### src/rtl/regport_arbiter.sv
// Four read ports sharing one single-read-port register SRAM through per-port
// data latches, refilled one at a time by a round-robin IDLE/READ engine.
module regport_arbiter #(
  parameter int AW = 8,
  parameter int DW = 64
) (
  input  logic            clk,
  input  logic            reset,
  input  logic [3:0]      req,
  input  logic [4*AW-1:0] addr,
  input  logic            flush,
  output logic [3:0]      rd_valid,
  output logic [4*DW-1:0] rd,
  output logic [AW-1:0]   sram_ra,
  input  logic [DW-1:0]   sram_rd,
  input  logic            we,
  input  logic [AW-1:0]   wa,
  input  logic [DW-1:0]   wd,
  output logic            busy
);

  typedef enum logic {IDLE, READ} state_t;

  state_t          state_reg, state_next;
  logic [1:0]      ptr_reg, sel_reg;
  logic [AW-1:0]   ra_reg;
  logic [DW-1:0]   l_rd   [4];
  logic [AW-1:0]   l_addr [4];
  logic            l_vld  [4];
  logic [AW-1:0]   port_addr [4];
  logic [3:0]      missing;
  logic            any_miss;
  logic [7:0]      miss_dbl;
  logic [3:0]      miss_rot;
  logic [1:0]      offset;
  logic [1:0]      winner;
  logic            fwd_hit;

  genvar gi;
  generate
    for (gi = 0; gi < 4; gi++) begin : g_port
      assign port_addr[gi]        = addr[gi*AW +: AW];
      assign rd_valid[gi]         = !req[gi] | (l_vld[gi] & (l_addr[gi] == port_addr[gi]));
      assign rd[gi*DW +: DW]      = l_rd[gi];
    end
  endgenerate

  assign missing  = req & ~rd_valid;
  assign any_miss = |missing;
  assign sram_ra  = ra_reg;
  assign fwd_hit  = we && (wa == ra_reg);

  // Rotate the miss vector so bit 0 is the port at ptr; first set bit wins.
  always_comb begin
    miss_dbl = {missing, missing};
    miss_rot = miss_dbl[ptr_reg +: 4];
    offset   = 2'd0;
    if (miss_rot[0])      offset = 2'd0;
    else if (miss_rot[1]) offset = 2'd1;
    else if (miss_rot[2]) offset = 2'd2;
    else if (miss_rot[3]) offset = 2'd3;
    winner = ptr_reg + offset;
  end

  always_comb begin
    state_next = state_reg;
    busy       = (state_reg == READ);
    case (state_reg)
      IDLE:    if (any_miss) state_next = READ;
      READ:    state_next = IDLE;
      default: state_next = IDLE;
    endcase
  end

  always_ff @(posedge clk or posedge reset) begin
    if (reset) begin
      state_reg <= IDLE;
      ptr_reg   <= 2'd0;
      sel_reg   <= 2'd0;
      ra_reg    <= '0;
    end else begin
      state_reg <= state_next;
      if (state_reg == IDLE && any_miss) begin
        ra_reg  <= port_addr[winner];
        sel_reg <= winner;
      end
      if (state_reg == READ) ptr_reg <= sel_reg + 2'd1;
    end
  end

  generate
    for (gi = 0; gi < 4; gi++) begin : g_latch
      logic fill;
      assign fill = (state_reg == READ) && (sel_reg == 2'(gi));

      // A fill overrides the coherence update; flush overrides the fill's valid.
      always_ff @(posedge clk or posedge reset) begin
        if (reset) begin
          l_rd[gi]   <= '0;
          l_addr[gi] <= '0;
          l_vld[gi]  <= 1'b0;
        end else begin
          if (fill) begin
            l_rd[gi]   <= fwd_hit ? wd : sram_rd;
            l_addr[gi] <= ra_reg;
          end else if (l_vld[gi] && we && (wa == l_addr[gi])) begin
            l_rd[gi] <= wd;
          end
          if (flush)     l_vld[gi] <= 1'b0;
          else if (fill) l_vld[gi] <= 1'b1;
        end
      end
    end
  endgenerate

endmodule

### config.mk
export PLATFORM = sky130hd
export DESIGN_NAME = regport_arbiter
export DESIGN_NICKNAME = d
export VERILOG_FILES = /design/src/rtl/regport_arbiter.sv
export SDC_FILE = /design/constraint.sdc
export NUM_CORES = 1
export LEC_CHECK = 0
export ABC_AREA = 1
export CAP_MARGIN = 20
export CORE_MARGIN = 4
export CORE_UTILIZATION = 28
export CTS_CLUSTER_DIAMETER = 120
export DETAILED_ROUTE_END_ITERATION = 8
export DONT_BUFFER_PORTS = 1
export HOLD_SLACK_MARGIN = 0.03
export SYNTH_ARGS = -nofsm -noshare
export SYNTH_HDL_FRONTEND = slang
export SYNTH_SLANG_ARGS = --single-unit
### constraint.sdc
create_clock -name clk -period 10.7 [get_ports clk]
set_input_delay 1.07 -clock clk [delete_from_list [all_inputs] [get_ports clk]]
set_output_delay 1.07 -clock clk [all_outputs]
set_load 0.03 [all_outputs]
==> flow_summary.json <==
{
  "synth_top_family_by_area": "compound AO/OA/AOI/OAI gates",
  "reg2reg_slack_ps": 7460,
  "synth-compound-area-share_pct": 22.92,
  "max_freq_ghz": 0.3082,
  "synth_area_leaders": "dfrtp_1 (47%), nand2_1 (11%), o221ai_1 (10%)",
  "cts_tree": "built",
  "path_max_fanout": 46,
  "cp.arrival_ps": 3690,
  "drive_above_1_share_pct": 14.55,
  "period_share_pct": 30.32,
  "synth_top_area_share_pct": 47.20,
  "drt_first_pass_iters": 7,
  "synth_xor_xnor_area_share_pct": 1.246,
  "dieArea_um2": 61670,
  "die_w_um": 248.3,
  "synth.most_common_cell": "nand2_1",
  "timing.rr.end": "rd[195]$_DFFE_PP0P_",
  "synth-edff-count": 0,
  "synth-seq-area-share_pct": 47.20,
  "crit_path_end_kind": "flop",
  "synthDistinctLibCells": 50,
  "min-delay-start": "l_addr[17]$_DFFE_PP0P_",
  "path_class": "flop to flop",
  "drt-initial-drc-count": 1055,
  "synth_common_cells": "nand2_1 (454), inv_1 (316), dfrtp_1 (305)",
  "routed_via_density": 5.437,
  "cts_resized": 0,
  "wirelength_mm": 61.61,
  "dr_total_vias": 13720,
  "outcome": "finished clean",
  "grt_pass1_vias": 13880,
  "clockBufferDepth": 3,
  "cp.required_ps": 11150,
  "coreArea_um2": 56820,
  "syn_to_final_growth_pct": 10.14,
  "drv_slew": 0,
  "finalSetupViolations": 0,
  "finalHoldViolations": 0,
  "die_h_um": 248.3,
  "ys.flop_type": "dfrtp_1",
  "fin_crit_ps": 3244,
  "ys_ff_latch": 305,
  "ant_nets": 0,
  "antenna_found_initial": 1,
  "rows": 87,
  "gp_congestion": 0.9335,
  "relSlewSlack_pct": 21.28,
  "whs_endpoint": "l_addr[17]$_DFFE_PP0P_",
  "timing.setup.tns_ps": 0,
  "worst_slew_pin_slew_ps": 1181,
  "power.density_nw_per_um2": 349.8,
  "drt-wirelength-per-cell_um": 24.42,
  "synth_area_um2": 16170,
  "grt.overflow.total": 0,
  "clock_latency_ps": 540,
  "holdCritPathClass": "flop to flop",
  "synth_adder_area_share_pct": 0.3868,
  "route.detailed.drc": 0,
  "muxShareOfSynthArea_pct": 0.3095,
  "cts_root_buffer": "clkbuf_16",
  "rr_startpoint": "busy$_DFF_PP0_",
  "synth_warnings": 0,
  "htree_levels": 2,
  "p_leak_uw": 0.008192,
  "cts.reportedPaths.clkPinSlew_ps": 60,
  "post_cts.repair.setup_buffers": 0,
  "grt_pass1_wl_mm": 89.99,
  "multi_input_area_um2": 6671,
  "largest_reg_flops": 256,
  "hpwl_mm": 40.96,
  "initial_core_util_pct": 28.46,
  "syn_inst": 1805,
  "synthArstFlopShare_pct": 100.0,
  "cts_hold_buf": 0,
  "whs_path_depth": 2,
  "peakVddDrop_uv": 321.7,
  "layout.nets": 1924,
  "max_cap_violations": 0,
  "clkSinkCount": 305,
  "yosys.area.top_type": "dfrtp_1",
  "syn_avg_cell_area_um2": 8.959,
  "grt.total_usage_pct": 19.09,
  "fillCellCount": 5905,
  "cts_buffers": 36,
  "rr_worst_depth": 6,
  "pin_count": 445,
  "grt_max_degree": 120,
  "cp-start-kind": "flop",
  "finClkSkew_ps": 24.50,
  "synth_simple_gate_area_share_pct": 16.07,
  "ff_latch_area_um2": 7632,
  "rsz0062_at_grt": "no",
  "hold_slack_ps": 493.9,
  "synth_fp_nets": 1986,
  "io_buffers": 0
}
critical path: stages (launching register included):
cell	delay [ps]
dfrtp_1	710
nand2_4	520
buf_4	490
inv_2	500
buf_4	610
nand2_1	150
o211ai_2	90
metrics by stage:
| stage | utilization (%) | instances | total power, uW | setup WS [ps] | cell area [um2] |
|---|---|---|---|---|---|
| 6_report | 31.35 | 2523 | 6231 | 7456 | 17810 |
| 4_1_cts | 31.29 | 2521 | 6265 | 7415 | 17780 |
| 2_1_floorplan | - | 1805 | 4326 | 1199 | 16170 |
| 3_5_place_dp | 29.22 | 2460 | 4988 | 6957 | 16600 |
| 5_1_grt | 31.35 | 2523 | 6575 | 7206 | 17810 |
| 3_3_place_gp | 29.22 | 2460 | 4915 | 7088 | 16600 |
power by group:
group	switching, uW	total, uW	internal (uW)
logic	1060	1730	661
registers	1560	3250	1690
clock network	512	1250	742
cell usage in the layout (no fill, tap or decap), types with 9 or more instances in the layout:
cell       instances
o21ai_4           19
inv_1            313
nand2_1          451
nand2_2           21
clkbuf_16         37
o21ai_0           46
o21ai_2           47
clkbuf_8           9
dfrtp_1          305
inv_2             19
buf_4             12
o211ai_1          12
nor2_1            14
nand3_1           98
xnor2_1           15
o22ai_1           14
a21oi_1            9
o211ai_2          54
o221ai_1         192
routing by layer:
layer  track usage [%]  vias up  share of wire (%)
met3             7.115      146                 12
met2             30.62      743                 46
met4             8.249        0                4.4
met1             23.04     6853                 38
met5                 0        -                  0
li1                  -     5975                  -
area by class of cell:
type,instances,share of cell area [%]
well taps,756,5.310
clock inverters,11,0.6533
repair buffers,13,0.6603
multi-input cells,1053,37.45
clock buffers,50,5.978
diodes,1,0.01405
inverters,334,7.081
flip-flops and latches,305,42.85
logic make-up after synthesis:
| group | Yosys count |
|---|---|
| AND/OR/NAND/NOR | 610 |
| buffers and inverters | 447 |
| AO/OA/AOI/OAI | 410 |
| flip-flops | 305 |
| XOR/XNOR | 23 |
| multiplexers | 5 |
| adder cells (fa/ha/maj) | 5 |
worst max path at each step:
stage	from	endpoint	slack, ps	cells past startpoint
2_1_floorplan	reset	busy$_DFF_PP0_	1200	1
3_3_place_gp	wa[5]	rd[78]$_DFFE_PP0P_	7090	7
3_5_place_dp	wa[5]	rd[98]$_DFFE_PP0P_	6960	7
4_1_cts	busy$_DFF_PP0_	rd[203]$_DFFE_PP0P_	7420	6
5_1_grt	l_addr[29]$_DFFE_PP0P_	sram_ra[1]$_DFFE_PP0P_	7210	19
6_report	busy$_DFF_PP0_	rd[195]$_DFFE_PP0P_	7460	6
No activity file was read; power rests on OpenSTA's default activity.
